File: config.mk
export PLATFORM = sky130hd
export DESIGN_NAME = cnn_stream_feeder
export DESIGN_NICKNAME = d
export VERILOG_FILES = /design/src/rtl/cnn_stream_feeder.sv
export SDC_FILE = /design/constraint.sdc
export NUM_CORES = 1
export LEC_CHECK = 0
export ABC_AREA = 1
export BUFFER_PORTS_ARGS = -buffer_cell sky130_fd_sc_hd__buf_2
export CAP_MARGIN = 20
export CELL_PAD_IN_SITES_DETAIL_PLACEMENT = 1
export CELL_PAD_IN_SITES_GLOBAL_PLACEMENT = 2
export CORE_MARGIN = 3
export CORE_UTILIZATION = 34
export DETAILED_ROUTE_END_ITERATION = 10
export GPL_TIMING_DRIVEN = 0
export PLACE_DENSITY_LB_ADDON = 0.1
export SYNTH_ARGS = -nofsm -noshare
export SYNTH_HDL_FRONTEND = slang
export SYNTH_SLANG_ARGS = --single-unit
File: constraint.sdc
create_clock -name clk -period 8.7 [get_ports clk]
set_input_delay 0.435 -clock clk [delete_from_list [all_inputs] [get_ports clk]]
set_output_delay 0.435 -clock clk [all_outputs]
set_load 0.02 [all_outputs]
File: src/rtl/cnn_stream_feeder.sv
// Byte-serial feeder for the CNN accelerator input port: streams per-pass weights,
// then the three input rows for each output row, behind a valid/ready handshake.
module cnn_stream_feeder #(
    parameter int unsigned IMG_W         = 26,
    parameter int unsigned FILT_PER_PASS = 2,
    parameter int unsigned NUM_PASS      = 16,
    parameter int unsigned WA_W          = 9,
    parameter int unsigned PA_W          = 10
) (
    input  logic            clk,
    input  logic            rst,
    input  logic            start,
    input  logic            i_ready,
    output logic            o_valid,
    output logic [7:0]      o_data,
    output logic            o_is_wgt,
    output logic            o_sop,
    output logic            o_eop,
    output logic [3:0]      pass_idx,
    output logic            busy,
    output logic            done,
    output logic            wgt_rd_en,
    output logic [WA_W-1:0] wgt_addr,
    input  logic [7:0]      wgt_rdata,
    output logic            pix_rd_en,
    output logic [PA_W-1:0] pix_addr,
    input  logic [7:0]      pix_rdata
);

    localparam int unsigned W_N  = 9 * FILT_PER_PASS;
    localparam int unsigned K_N  = 3 * IMG_W;
    localparam int unsigned J_N  = IMG_W - 2;
    localparam int unsigned W_CW = $clog2(W_N);
    localparam int unsigned K_CW = $clog2(K_N);
    localparam int unsigned J_CW = $clog2(J_N);

    typedef enum logic [1:0] {
        IDLE  = 2'd0,
        WGT   = 2'd1,
        PIX   = 2'd2,
        FLUSH = 2'd3
    } state_t;

    state_t          state;
    logic [3:0]      p;
    logic [W_CW-1:0] w;
    logic [J_CW-1:0] j;
    logic [K_CW-1:0] k;

    logic adv;
    logic issue_w;
    logic issue_p;
    logic w_last;
    logic k_last;
    logic j_last;
    logic p_last;

    // The output register may be refilled when empty or being drained this cycle.
    assign adv     = ~o_valid | i_ready;
    assign issue_w = adv & (state == WGT);
    assign issue_p = adv & (state == PIX);

    assign w_last = (w == W_CW'(W_N - 1));
    assign k_last = (k == K_CW'(K_N - 1));
    assign j_last = (j == J_CW'(J_N - 1));
    assign p_last = (p == 4'(NUM_PASS - 1));

    // Reads only fire on issue, so a stall leaves memory data parked on the output.
    assign wgt_rd_en = issue_w;
    assign pix_rd_en = issue_p;
    assign wgt_addr  = WA_W'(p) * WA_W'(W_N) + WA_W'(w);
    assign pix_addr  = PA_W'(j) * PA_W'(IMG_W) + PA_W'(k);
    assign o_data    = o_is_wgt ? wgt_rdata : pix_rdata;

    // Sequencer: walks pass/weight/row/column counters and registers the stream flags.
    always_ff @(posedge clk or posedge rst) begin
        if (rst) begin
            state    <= IDLE;
            p        <= '0;
            w        <= '0;
            j        <= '0;
            k        <= '0;
            o_valid  <= 1'b0;
            o_is_wgt <= 1'b0;
            o_sop    <= 1'b0;
            o_eop    <= 1'b0;
            pass_idx <= '0;
            busy     <= 1'b0;
            done     <= 1'b0;
        end else begin
            done <= 1'b0;
            case (state)
                IDLE: begin
                    if (adv) begin
                        o_valid <= 1'b0;
                    end
                    // A start coinciding with the done pulse is dropped.
                    if (start && !done) begin
                        state <= WGT;
                        busy  <= 1'b1;
                        p     <= '0;
                        w     <= '0;
                        j     <= '0;
                        k     <= '0;
                    end
                end
                WGT: begin
                    if (adv) begin
                        o_valid  <= 1'b1;
                        o_is_wgt <= 1'b1;
                        o_sop    <= (w == '0);
                        o_eop    <= 1'b0;
                        pass_idx <= p;
                        if (w_last) begin
                            w     <= '0;
                            state <= PIX;
                        end else begin
                            w <= w + W_CW'(1);
                        end
                    end
                end
                PIX: begin
                    if (adv) begin
                        o_valid  <= 1'b1;
                        o_is_wgt <= 1'b0;
                        o_sop    <= 1'b0;
                        o_eop    <= j_last & k_last;
                        pass_idx <= p;
                        if (k_last) begin
                            k <= '0;
                            if (j_last) begin
                                j <= '0;
                                if (p_last) begin
                                    state <= FLUSH;
                                end else begin
                                    p     <= p + 4'd1;
                                    state <= WGT;
                                end
                            end else begin
                                j <= j + J_CW'(1);
                            end
                        end else begin
                            k <= k + K_CW'(1);
                        end
                    end
                end
                FLUSH: begin
                    if (adv) begin
                        o_valid <= 1'b0;
                        busy    <= 1'b0;
                        done    <= 1'b1;
                        state   <= IDLE;
                    end
                end
                default: state <= IDLE;
            endcase
        end
    end

endmodule

==> metrics.txt, run 1 <==
status finished clean; Synth Flop Type dfrtp_1; leading cell types in the layout, fill and taps excluded nand2_1 (113), buf_2 (59), inv_1 (57); via count approximately 2800; worst-margin pin slew approximately 0.34 ns; Max IR drop VDD 105.7 µV; die area a little under 10000 µm²; largest net degree at the start of global routing 17; first-pass GRT wire length 13130 µm; overall global routing resource usage 15.79%; pwr dens 243.8 nW/µm²; TNS Setup 0 ns; post-route ant nets 0; combinational share of power 59.2%; CTS max path bufs 2; PortBufs 58; leak pwr between 2 and 2.5 nW; Worst Skew 0.006382 ns; Clock power frac 13.3%; Setup-failing EPs final 0; Syn Nets 461; Pins Over Slew Limit 0; GPL Wtd Cong 0.7536; Diodes inserted 0; vias per cell ~4.8; share of layout cells above drive strength 1 18.45%; Netlist cell types 32; Crit path required time 8.27 ns; initial antenna violation count 0; most common cell after layout, fill and taps aside nand2_1; critical path class reg2out; setup bufs post-CTS 0; Sequential Power Share 27.5%; critical path endpoint category output pin; overall die height 98.60 µm; Mean Syn Cell Area 7.325 µm²; smallest setup slack after layout 4.817 ns; Num Clock Sinks 33; vias in the first global route around 2800; I/O pin count 59; drt pass-1 iters 4; Total Power 0.8470 mW; final cell count without fillers 571; #FFs+latches synth 33; H-tree depth 2; Rel. slew slack between 70 and 80%; mean routed wirelength per cell between 10 and 15 µm; post-synthesis sequential area ratio 28.33%; Gate Count Post-Synth around 400; hold_buf cts 0; fmax 257.5 MHz; grt ovf 0; type of the tightest min-delay check in2async; 1st-iter DRT viols 44; hpwl dp 6253 µm; Post-Syn Area 2915 µm²; CTS tree built; nets 528; post-cts resize count 0; Sw Ratio 51.80%; WL final 7418 µm; Inst Count DP 563; fin crit period 3.883 ns; RSZ-0062 raised after global routing false; Reg clk slew, reported paths about 0.07 ns; critical path arrival 3.45 ns; Hold Fails Final Rpt 0; worst hold margin 0.07733 ns; switching power 0.4388 mW; Final Cycle Share 44.63%; CTS Buf Count 5; Core Rows 33; # DRC 0; Initial Utilization 35.30%; Ys Warns 0; Startpoint Class register; EDFF count, synth 0; CTS root buf clkbuf_8; worst skew pair latency 0.28 ns; Async SR Flop Fraction 100.0%; Pint around 0.41 mW; area delta synth->final 19.18%; core area 8258 µm²; Die W between 90 and 100 µm; Max Cap Viol 0; pre-CTS WS between 5 and 6 ns; CP Max Fanout 6
[power by group through the flow]
stage	clock (mW)	sequential (mW)	combinational, mW
3_5_place_dp	0	0.237	0.508
2_1_floorplan	0	0.241	0.345
6_report	0.113	0.233	0.502
3_3_place_gp	0	0.234	0.495
4_1_cts	0.118	0.234	0.512
5_1_grt	0.122	0.240	0.573
[stage by stage]
| step | instance area, µm² | utilization, % |
|---|---|---|
| final | 3475 | 42.08 |
| after global routing | 3475 | 42.08 |
| after CTS | 3475 | 42.08 |
| after detailed placement | 3392 | 41.08 |
| after global placement | 3337 | 40.41 |
| after floorplan | 2915 | - |
[cell usage after synthesis, types with 2 or more instances]
cell type  instances  area, µm²
a21oi_1           10      50.05
a31oi_1            3      18.77
buf_4              2      15.01
dfrtp_1           33      825.8
fa_1               4      80.08
ha_1              39      488.0
inv_1             57      214.0
mux2_2             3      33.78
nand2_1          113      424.2
nand2_2            3      18.77
nand3_1           29      145.1
nand4_1           16      100.1
nor2_1            28      105.1
o21ai_0           23      115.1
xnor2_1            7      61.31
xor2_1            12      105.1
[cell families after synthesis]
group / count (synthesis) / share of synthesized area [%]
AOI/OAI and AO/OA: 41 / 7.554
xor gates and xnor gates: 19 / 5.708
adders and majority gates: 43 / 19.49
buffers and inverters: 64 / 8.583
DFF: 33 / 28.33
muxes: 3 / 1.159
and+or+nand+nor: 195 / 29.19
[metal layers]
layer | vias to the layer above | track usage, % | wire length, µm | part of all wire [%]
met5 | - | 0 | 0 | 0
met2 | 45 | 24.08 | 3172 | 43
li1 | 1419 | - | - | -
met3 | 5 | 2.831 | 309 | 4.2
met4 | 0 | 2.521 | 33 | 0.44
met1 | 1284 | 23.76 | 3903 | 53
[worst max-delay path, stage by stage, from the launching register on]
cell	delay, ns
dfrtp_1	0.47
ha_1	0.32
inv_1	0.08
fa_1	0.49
inv_1	0.07
fa_1	0.46
xor2_1	0.19
ha_1	0.35
nand2_1	0.07
inv_1	0.07
nand4_1	0.08
nand3_1	0.15
nand3_1	0.10
nand2_1	0.07
nand2_1	0.04
buf_2	0.15
[state kept, by name, summed over array words and instances (netlist names)]
| register | cells |
|---|---|
| k | 7 |
| j | 5 |
| w | 5 |
| p | 4 |
| pass_idx | 4 |
| state | 2 |
| busy | 1 |
| done | 1 |
| o_eop | 1 |
| o_is_wgt | 1 |
| o_sop | 1 |
| o_valid | 1 |
[path summary, 6_finish.rpt]
path / from / slack (ns) / to / cells after the start
setup reg to reg: state[0] / 6.75 / p[2] / 8
hold / removal: rst / 0.08 / k[0] / 2
setup / recovery: j[0] / 4.82 / pix_addr[9] / 15
hold reg to reg: pass_idx[1] / 0.50 / pass_idx[1] / 2
max in group asynchronous: rst / 8.08 / done / 4
min in group clk: i_ready / 0.46 / o_valid / 4
[layout make-up]
cell class | count | area [µm²]
fill | 1082 | 4783
multi-input combinational | 301 | 1839
sequential | 33 | 825.8
timing repair buffer | 60 | 345.3
inverter | 60 | 226.5
tap | 105 | 131.4
clock buffer | 6 | 72.57
buffer | 4 | 23.77
clock inverter | 2 | 10.01
(Power assumes the default switching activity.)
==> run 2: changes to the inputs <==
- CORE_UTILIZATION: 34 -> 28
- clock period: 8.7 -> 3.55 ns (I/O delays scaled with it)
==> run 2 against run 1 <==
Against the previous run: worst setup slack got worse by 4.6 ns; largest cell class unchanged; critical path type unchanged; hold slack got worse by 0.066 ns; clock skew increased by 0.0041 ns.
==> metrics.txt, run 2 (synthesis results as in run 1) <==
hold_buf cts 0 (unchanged); critical path class reg2out (unchanged); cell area after layout 3586 µm² (was 3475 µm²); max FFs per register 7 (unchanged); buffers and inverters on the worst path 4 (unchanged); hpwl dp 6298 µm (was 6253 µm); # DRC 0 (unchanged); Final Cycle Share 94.25%; first-pass GRT wire length 13500 µm (was 13130 µm); mean routed wirelength per cell 13.03 µm (was 12.99 µm); H-tree depth 2 (unchanged); type of the tightest min-delay check in2async (unchanged); 1st-iter DRT viols 92 (was 44); Setup-failing EPs final 0 (unchanged); fmax 298.9 MHz; # fillers 1264 (was 1082); GPL Wtd Cong 0.7252 (was 0.7536); Critical-path top delay cell fa_1 (unchanged); Initial Utilization 29.29% (was 35.30%); critical path arrival 3.17 ns (was 3.45 ns); leading cell types in the layout, fill and taps excluded nand2_1 (113), buf_2 (58), inv_1 (55) (was nand2_1 (113), buf_2 (59), inv_1 (57)); leak pwr 2.109 nW (was 2.082 nW); crit path launch j[2] (was j[0]); Core Rows 36 (was 33); reg-to-reg endpoint p[2] (unchanged); nets 534 (was 528); fin crit period 3.346 ns; Max Cap Viol 0 (unchanged); most used cell, CP nand2_1; worst-margin pin slew 0.7427 ns (was 0.3418 ns); share of layout cells above drive strength 1 21.82% (was 18.45%); PortBufs 58 (unchanged); die area 11670 µm² (was 9722 µm²); largest net degree at the start of global routing 34 (was 17); overall global routing resource usage 14.08% (was 15.79%); vias in the first global route 2826 (was 2796); CTS tree built (unchanged); Die W 108.0 µm (was 98.60 µm); Num Clock Sinks 33 (unchanged); I/O pin count 59 (unchanged); grt ovf 0 (unchanged); r2r setup slk 1.57 ns (was 6.75 ns); vias per cell 4.580 (was 4.821); area delta synth->final 23.00% (was 19.18%); CTS root buf clkbuf_8 (unchanged); critical path endpoint category output pin (unchanged); Worst Skew 0.01053 ns (was 0.006382 ns); Diodes inserted 0 (unchanged); Reg clk slew, reported paths 0.08 ns (was 0.07 ns); Max IR drop VDD 280.5 µV (was 105.7 µV); Crit path required time 3.37 ns (was 8.27 ns); CTS Buf Count 5 (unchanged); via count 2771 (was 2753); drt pass-1 iters 4 (unchanged); core area 9955 µm² (was 8258 µm²); Startpoint Class register (unchanged); WL final 7881 µm (was 7418 µm); Crit path max-delay family adder cells (unchanged); crit path to pix_addr[9] (unchanged); Pins Over Slew Limit 0 (unchanged); pwr dens 617.2 nW/µm² (was 243.8 nW/µm²); DP Area 3372 µm² (was 3392 µm²); post-route ant nets 0 (unchanged); CP Max Fanout 5 (was 6); initial antenna violation count 0 (unchanged); overall die height 108.0 µm (was 98.60 µm); cell count along the critical path 15 (unchanged); CTS max path bufs 2 (unchanged); RR Startpoint state[0] (unchanged); R2R depth 8 (unchanged); worst skew pair latency 0.29 ns (was 0.28 ns); status finished clean (unchanged); Top reg by flops k (unchanged); multi-input logic area 1867 µm² (was 1839 µm²); Total Power 2.213 mW (was 0.8470 mW); critical path, cell by cell ha_1 -> inv_1 -> fa_1 -> inv_2 -> fa_2 -> xor2_1 -> ha_1 -> nand2_1 -> inv_1 -> nand4_1 -> nand3_2 -> nand3_1 -> nand2_1 -> nand2_1 -> buf_4 (was ha_1 -> inv_1 -> fa_1 -> inv_1 -> fa_1 -> xor2_1 -> ha_1 -> nand2_1 -> inv_1 -> nand4_1 -> nand3_1 -> nand3_1 -> nand2_1 -> nand2_1 -> buf_2); Rel. slew slack 50.42% (was 77.13%); biggest regs k (7), j (5), w (5) (unchanged); most common cell after layout, fill and taps aside nand2_1 (unchanged); CP max stage delay 0.49 ns (about the same); Sequential Area 829.5 µm² (was 825.8 µm²); Hold Fails Final Rpt 0 (unchanged)
run 2: cell types whose count changed in the layout (fill, tap and decap cells not counted), moves of 2 or more:
cell	before	now
buf_16	2	0
buf_4	2	11
clkinv_2	3	1
dfrtp_1	33	30
dfrtp_2	0	3
ha_1	39	37
inv_1	57	55
inv_2	1	3
nand3_1	29	27
nand3_2	1	3
run 2: how the worst min path moves through the flow:
stage,from,to,slack (ns),depth (start not counted)
floorplan,rst,busy,0.31,1
global placement,pass_idx[1],pass_idx[1],0.47,2
detailed placement,rst,o_eop,0.37,2
CTS,rst,state[0],0.05,2
global route,rst,j[0],0.07,2
finish,rst,j[0],0.01,2
run 2: timing repair:
item,4_1_cts,5_1_grt
resized for setup,5,5
setup buffers,1,7
setup endpoints to repair,3,4
cloned,0,0
pin swaps,1,4
run 2: per-layer routing:
| layer | GRT usage (%) | share of wire, % | vias up |
|---|---|---|---|
| met1 | 20.17 | 52 | 1282 |
| met5 | 0 | 0 | - |
| met3 | 2.925 | 4.6 | 5 |
| li1 | - | - | 1434 |
| met2 | 22.16 | 42 | 50 |
| met4 | 2.435 | 0.65 | 0 |
run 2: cell type report:
class	count	share of cell area, %
buffer	4	0.6629
sequential	33	23.13
timing repair buffer	66	9.839
multi-input combinational	301	52.06
clock buffer	6	2.303
inverter	60	6.315
tap	133	4.641
clock inverter	2	1.047
run 2: power by group:
group | total (mW) | switching, mW | internal [mW] | leakage, nW
registers | 0.561 | 0.0931 | 0.468 | 0.437
clock network | 0.379 | 0.151 | 0.228 | 0.0574
logic | 1.27 | 0.861 | 0.411 | 1.62
run 2: per-stage QoR:
stage / cells / TNS [ns] / worst slack, ns / utilization [%] / hold slack [ns]
finish: 605 / 0 / 0.2043 / 36.02 / 0.01172
global route: 605 / -0.01532 / -0.01532 / 36.02 / 0.07149
floorplan: 398 / 0 / 0.4619 / - / 0.3064
global placement: 589 / 0 / 0.2016 / 33.87 / 0.4673
detailed placement: 589 / 0 / 0.1667 / 33.87 / 0.3685
CTS: 598 / 0 / 0.02038 / 35.27 / 0.04780
